--- config.mk ---
export PLATFORM = sky130hd
export DESIGN_NAME = char_t
export DESIGN_NICKNAME = d
export VERILOG_FILES = /design/src/rtl/char_t.sv
export SDC_FILE = /design/constraint.sdc
export NUM_CORES = 1
export LEC_CHECK = 0
export CORE_MARGIN = 2
export CORE_UTILIZATION = 43
export CTS_BUF_LIST = sky130_fd_sc_hd__clkbuf_4
export DETAILED_ROUTE_END_ITERATION = 8
export HOLD_SLACK_MARGIN = 0.02
export SYNTH_ARGS = -nofsm -noshare
export SYNTH_HDL_FRONTEND = slang
export SYNTH_SLANG_ARGS = --single-unit
--- constraint.sdc ---
create_clock -name clk -period 10.7 [get_ports clk]
set_input_delay 2.14 -clock clk [delete_from_list [all_inputs] [get_ports clk]]
set_output_delay 2.14 -clock clk [all_outputs]
set_load 0.005 [all_outputs]
--- src/rtl/char_t.sv ---
// char_t: serial character transmitter with a small input FIFO.
// Frame = start bit (0), eight data bits MSB first, stop bit (1); each bit
// lasts div clk cycles, with div sampled once at the start of every frame.
module char_t #(
   parameter int unsigned DIV_W = 16,
   parameter int unsigned DEPTH = 4
) (
   input  logic                    clk,
   input  logic                    rst,
   input  logic [DIV_W-1:0]        div,
   input  logic [7:0]              in_char,
   input  logic                    in_valid,
   output logic                    in_ready,
   output logic                    tx,
   output logic                    busy,
   output logic                    done,
   output logic [$clog2(DEPTH):0]  level
);

   localparam int unsigned     AW    = $clog2(DEPTH);
   localparam logic [AW:0]     FULL  = (AW+1)'(DEPTH);
   localparam logic [AW:0]     LV1   = (AW+1)'(1);
   localparam logic [DIV_W-1:0] ONE_D = DIV_W'(1);

   typedef enum logic [1:0] {IDLE, START, DATA, STOP} state_e;

   state_e           state_q, state_d;
   logic [DIV_W-1:0] div_q, div_d;
   logic [DIV_W-1:0] cnt_q, cnt_d;
   logic [2:0]       bit_idx_q, bit_idx_d;
   logic [7:0]       shift_q, shift_d;
   logic             tx_q, tx_d;

   logic [7:0]       mem_q [DEPTH];
   logic [AW-1:0]    wr_ptr_q, rd_ptr_q;
   logic [AW:0]      level_q, level_d;

   logic             push, pop, last_cyc, fifo_nonempty;
   logic [DIV_W-1:0] div_eff;

   assign push          = in_valid && (level_q != FULL);
   assign fifo_nonempty = (level_q != '0);
   assign last_cyc      = (cnt_q == div_q - ONE_D);
   assign div_eff       = (div == '0) ? ONE_D : div;

   // FIFO occupancy: simultaneous push and pop cancel out
   always_comb begin
      level_d = level_q;
      if (push && !pop) begin
         level_d = level_q + LV1;
      end else if (!push && pop) begin
         level_d = level_q - LV1;
      end
   end

   // FIFO storage (no reset needed, contents qualified by level)
   always_ff @(posedge clk) begin
      if (push) begin
         mem_q[wr_ptr_q] <= in_char;
      end
   end

   // State, counters, shift register, line register and FIFO pointers
   always_ff @(posedge clk) begin
      if (rst) begin
         state_q   <= IDLE;
         div_q     <= ONE_D;
         cnt_q     <= '0;
         bit_idx_q <= '0;
         shift_q   <= '0;
         tx_q      <= 1'b1;
         wr_ptr_q  <= '0;
         rd_ptr_q  <= '0;
         level_q   <= '0;
      end else begin
         state_q   <= state_d;
         div_q     <= div_d;
         cnt_q     <= cnt_d;
         bit_idx_q <= bit_idx_d;
         shift_q   <= shift_d;
         tx_q      <= tx_d;
         level_q   <= level_d;
         if (push) begin
            wr_ptr_q <= wr_ptr_q + AW'(1);
         end
         if (pop) begin
            rd_ptr_q <= rd_ptr_q + AW'(1);
         end
      end
   end

   // Next-state logic; the value of tx for the coming cycle is decided here
   // so that the line itself is a plain register
   always_comb begin
      state_d   = state_q;
      div_d     = div_q;
      cnt_d     = cnt_q;
      bit_idx_d = bit_idx_q;
      shift_d   = shift_q;
      tx_d      = tx_q;
      pop       = 1'b0;
      unique case (state_q)
         IDLE: begin
            tx_d = 1'b1;
            if (fifo_nonempty) begin
               pop     = 1'b1;
               shift_d = mem_q[rd_ptr_q];
               div_d   = div_eff;
               cnt_d   = '0;
               tx_d    = 1'b0;
               state_d = START;
            end
         end
         START: begin
            if (last_cyc) begin
               cnt_d     = '0;
               bit_idx_d = '0;
               tx_d      = shift_q[7];
               shift_d   = {shift_q[6:0], 1'b0};
               state_d   = DATA;
            end else begin
               cnt_d = cnt_q + ONE_D;
            end
         end
         DATA: begin
            if (last_cyc) begin
               cnt_d = '0;
               if (bit_idx_q == 3'd7) begin
                  tx_d    = 1'b1;
                  state_d = STOP;
               end else begin
                  bit_idx_d = bit_idx_q + 3'd1;
                  tx_d      = shift_q[7];
                  shift_d   = {shift_q[6:0], 1'b0};
               end
            end else begin
               cnt_d = cnt_q + ONE_D;
            end
         end
         STOP: begin
            if (last_cyc) begin
               cnt_d = '0;
               // chain straight into the next start bit when data is waiting
               if (fifo_nonempty) begin
                  pop     = 1'b1;
                  shift_d = mem_q[rd_ptr_q];
                  div_d   = div_eff;
                  tx_d    = 1'b0;
                  state_d = START;
               end else begin
                  tx_d    = 1'b1;
                  state_d = IDLE;
               end
            end else begin
               cnt_d = cnt_q + ONE_D;
            end
         end
         default: begin
            tx_d    = 1'b1;
            state_d = IDLE;
         end
      endcase
   end

   // Outputs derived from registered state
   always_comb begin
      tx       = tx_q;
      level    = level_q;
      in_ready = (level_q != FULL);
      busy     = (state_q != IDLE) || fifo_nonempty;
      done     = (state_q == STOP) && last_cyc;
   end

endmodule

* Word-level counts from Yosys, hierarchy flattened *
Memories as Yosys holds them, arrays and structs flattened. A register that Yosys moved wholly into a read port is not among the register bits.
Cells that the tools add are included.

storage, ports and cells
  bits in registers = 53
  output and inout port bits = 7
  memories = 1
  logic and storage cells = 88
  bits in writable memories = 32
  input port bits = 27

memory list
  memory  depth  width  read ports  clocked after memory_dff  wr ports  line  RTL
  mem_q   4      8      1           1                         1         34    logic [7:0] mem_q [DEPTH];

operators by class
  muxes and demuxes = 39
  equality and inequality tests = 12
  add/subtract/negate cells = 7
  reduce and logical (&&, ||, !) cells = 20

operators with widths
  operator                 count
  $mux W16                 5
  $pmux W16 S2             2
  $mux W8                  5
  $pmux W8 S4              1
  $add A16 B1 Y16 const B  1
  $eq A16 B16 Y1           1
  $logic_not A16 Y1        1
  $sub A16 B1 Y16 const B  1
  $mux W3                  5
  $mux W2                  7
  $ne A2 B2 Y1 const B     6
  $mux W1                  10
  $pmux W2 S4              1
  $reduce_and A4 Y1        2
  $reduce_bool A2 Y1       4
  $add A3 B1 Y3 const B    2
  $pmux W3 S2              1
  $reduce_and A5 Y1        1
  $add A2 B1 Y2 const B    2
  $eq A2 B2 Y1 const B     2
  $logic_and A1 B1 Y1      4
  $pmux W1 S4              1
  $eq A3 B3 Y1 const B     1
  $ne A3 B3 Y1 const B     1
  other kinds (10)         11

* Longest topological paths before layout *
  word-level depth = 7
  mapped depth = 16
  mapped depth without buffers = 15

* Worst setup path after synthesis *
Ideal clock, no wire load.

  path type = register -> output
  start point = register div_q[0]
  end point = output port done
  slack = 6.152 ns
  path buffers = 1
  arrival = 2.408 ns
  stages on the path, launching flop included = 10
  required time = 8.560 ns
  path through = dfxtp_1 -> inv_1 -> ha_1 -> or4b_1 -> clkbuf_2 -> or4_1 -> o211ai_1 -> o211ai_1 -> a21oi_1 -> and3_1

on the way
  longest elaborated chain between the ends = 3

ends and longest elaborated chain
  what                      line  RTL
  start: declaration        28    logic [DIV_W-1:0] div_q, div_d;
  start signal: assignment  77    div_q <= div_d;
  $sub A16 B1 Y16           43    assign last_cyc = (cnt_q == div_q - ONE_D);
  $eq A16 B16 Y1            43
  $logic_and A1 B1 Y1       171   done = (state_q == STOP) && last_cyc;
  end: declaration          16    output logic done,

Every way passes these cells.

* Final worst setup path *
Same ends and word-level chain as after synthesis.

==> metrics <==
grt met2 use 0.323; Int Pwr 735 uW; placed wire-length estimate 7.00 mm; Synth Area per Inst 10.3 um^2; Layout fillers 944; worst skew pair latency 0.45 ns; Die Y 106 um; final core occ 0.492; CP top delay family simple AND/OR/NAND/NOR gates; vias in the first global route 3269; most numerous cell in the Yosys netlist dfxtp_1; first-pass GRT wire length 15.8 mm; Relative slew margins 0.519; Async SR Flop Fraction 0; crit path launch type flip-flop; floorplan row count 37; drt first-iter violations 166; area leader, netlist dfxtp_1; root buffer cell clkbuf_4; status complete, no violations; Core ar. 0.0102 mm^2; grt total ovfl 0; cells taking the most area after synthesis dfxtp_1 25%, edfxtp_1 21%, mux2i_1 5.8%, mux4_2 4.0%, ha_1 3.9%; Max Cap Viol 0; total CTS buffers 9; power per cell area 251 mW/mm^2; RSZ-0062 raised after global routing no; crit-path cells inv_1 > ha_1 > or4b_1 > or4_1 > o211ai_1 > o211ai_1 > a21oi_1 > and3_1 > clkdlybuf4s50_1; sequential fraction of the synthesis area 0.460; Crit Path Max Fanout 7; vias post-DR 3323; Resized Gates After CTS 0; final wirelength 9.45 mm; layout cells sized above 1 0.0815; Tmin final 5.87 ns; Final Slew Violations 0; Final setup violation count 0; Initial Utilization 0.439; Worst Skew 0.0177 ns; CTS sink count 87; Yosys cell types 65; Antenna diodes 0; Main synth FF type dfxtp_1; die area 0.0113 mm^2; Mapped Nets 476; sw power 530 uW; Die Wd 106 um; crit path kind flip-flop to output pin; Yosys top cell area share 0.245; CP bufs+invs 2; worst path required time 8.56 ns; setup tns final 0 ns; GR Util met3 0.0417; multi-input gate area in the final layout 0.00225 mm^2; synth cell count leaders 55 x dfxtp_1, 44 x nand2_1, 32 x edfxtp_1; H-tree levels 3; Post-layout nets 503; Clock transition at path regs 0.14 ns; Overall Global Routing Usage 0.179; CP arrival 3.73 ns; Combinational Power Share 0.477; worst vdd ir 106 uV; Synth Register Bits 87; Seq. cell area 0.00206 mm^2; I/O pin count 34; Critical Path Most Common Cell o211ai_1; largest net degree at the start of global routing 38; DRT Pass-1 Iters 4; Routed Antenna Nets 0; Netlist Area Pre-Place 0.00449 mm^2; P&R area growth vs syn 12.2%; Lkg Pwr 1.96 nW; WL/cell 15.7 um; switching power share of the total 0.419; hold crit path type flip-flop to flip-flop; initial antenna violation count 0; DR vias/cell 5.52; Seq pwr share 0.385; Final period util 0.549; DR DRC count 0; Clock power frac 0.138; Max Freq 0.170 GHz; Worst path slowest cell or4b_1; CTS hold repair buffers 0; placed cells 586; setup bufs post-CTS 0; final hold vios 0; Longest Clk Path Bufs 2; Worst setup EP type output pin; Post-Syn Instances 434; port bufs 33; CTS tree built; global placement routability congestion 0.806; CP peak stage delay 0.60 ns; non-filler cells, final 602; EDFF count, synth 32; M1 GR Usage 0.209; Worst Max-Slew Pin Slew 0.715 ns; GRT busiest layer met2; Synthesis Warnings 0
-- power by group through the flow --
| stage | Sequential, mW | Combinational [mW] | Clock [mW] |
|---|---|---|---|
| final | 0.487 | 0.603 | 0.175 |
| after global routing | 0.499 | 0.676 | 0.195 |
| after CTS | 0.488 | 0.608 | 0.183 |
| after detailed placement | 0.495 | 0.604 | 0 |
| after global placement | 0.492 | 0.591 | 0 |
| after floorplan | 0.461 | 0.499 | 0 |
-- flip-flops by register name, indices dropped and copies added, names as in the netlist, named ones only --
| name | flops |
|---|---|
| mem_q | 32 |
| tx | 1 |
| state_q | 2 |
| div_q | 16 |
| rd_ptr_q | 2 |
| bit_idx_q | 3 |
| cnt_q | 16 |
| level | 3 |
| shift_q | 8 |
| wr_ptr_q | 2 |
-- final timing paths --
check / startpoint / to / slack, ns / cells after the start
worst max-delay path: div_q[0] / done / 4.83 / 9
worst min register to register: bit_idx_q[2] / bit_idx_q[2] / 0.48 / 1
worst min-delay path: bit_idx_q[2] / bit_idx_q[2] / 0.48 / 1
worst max register to register: div_q[0] / level[2] / 6.60 / 15
-- metal layers --
layer / vias up / share of wire
met3: 10 / 0.033
met2: 53 / 0.52
met5: - / 0
met4: 0 / 0.012
li1: 1669 / -
met1: 1591 / 0.44
-- cells in the final DEF (no fill, tap or decap), types with 14 or more instances in the layout --
cell	n
and3_1	20
clkdlybuf4s50_1	33
dfxtp_1	55
edfxtp_1	32
ha_1	14
inv_1	22
mux2i_1	26
nand2_1	44
nor2_1	17
o21ai_0	21
xnor2_1	16
-- stage by stage --
| step | cell area [um^2] | total power [mW] | setup WS, ns | hold WS [ns] |
|---|---|---|---|---|
| after floorplan | 4490 | 0.960 | 6.15 | 0.430 |
| after global placement | 4910 | 1.08 | 5.41 | 0.439 |
| after detailed placement | 4910 | 1.10 | 5.34 | 0.457 |
| after CTS | 5040 | 1.28 | 4.80 | 0.491 |
| after global routing | 5040 | 1.37 | 4.61 | 0.501 |
| final | 5040 | 1.27 | 4.83 | 0.482 |
-- area by class of cell --
class	instances	area share
Clock inverter	6	0.0107
Inverter	24	0.0179
Sequential cell	87	0.409
Timing Repair Buffer	34	0.0671
Clock buffer	10	0.0149
Multi-Input combinational cell	305	0.446
Tap cell	136	0.0338
-- kinds of logic (layout without fill, tap and decap cells) --
group | after synthesis | after routing | synth area share
buf+inv | 42 | 74 | 0.0396
compound gates | 86 | 86 | 0.136
xor+xnor | 23 | 23 | 0.0449
fa+ha+maj | 15 | 15 | 0.0435
simple gates | 147 | 147 | 0.178
mux | 34 | 34 | 0.0982
flops | 87 | 87 | 0.460
(Power assumes the default switching activity.)
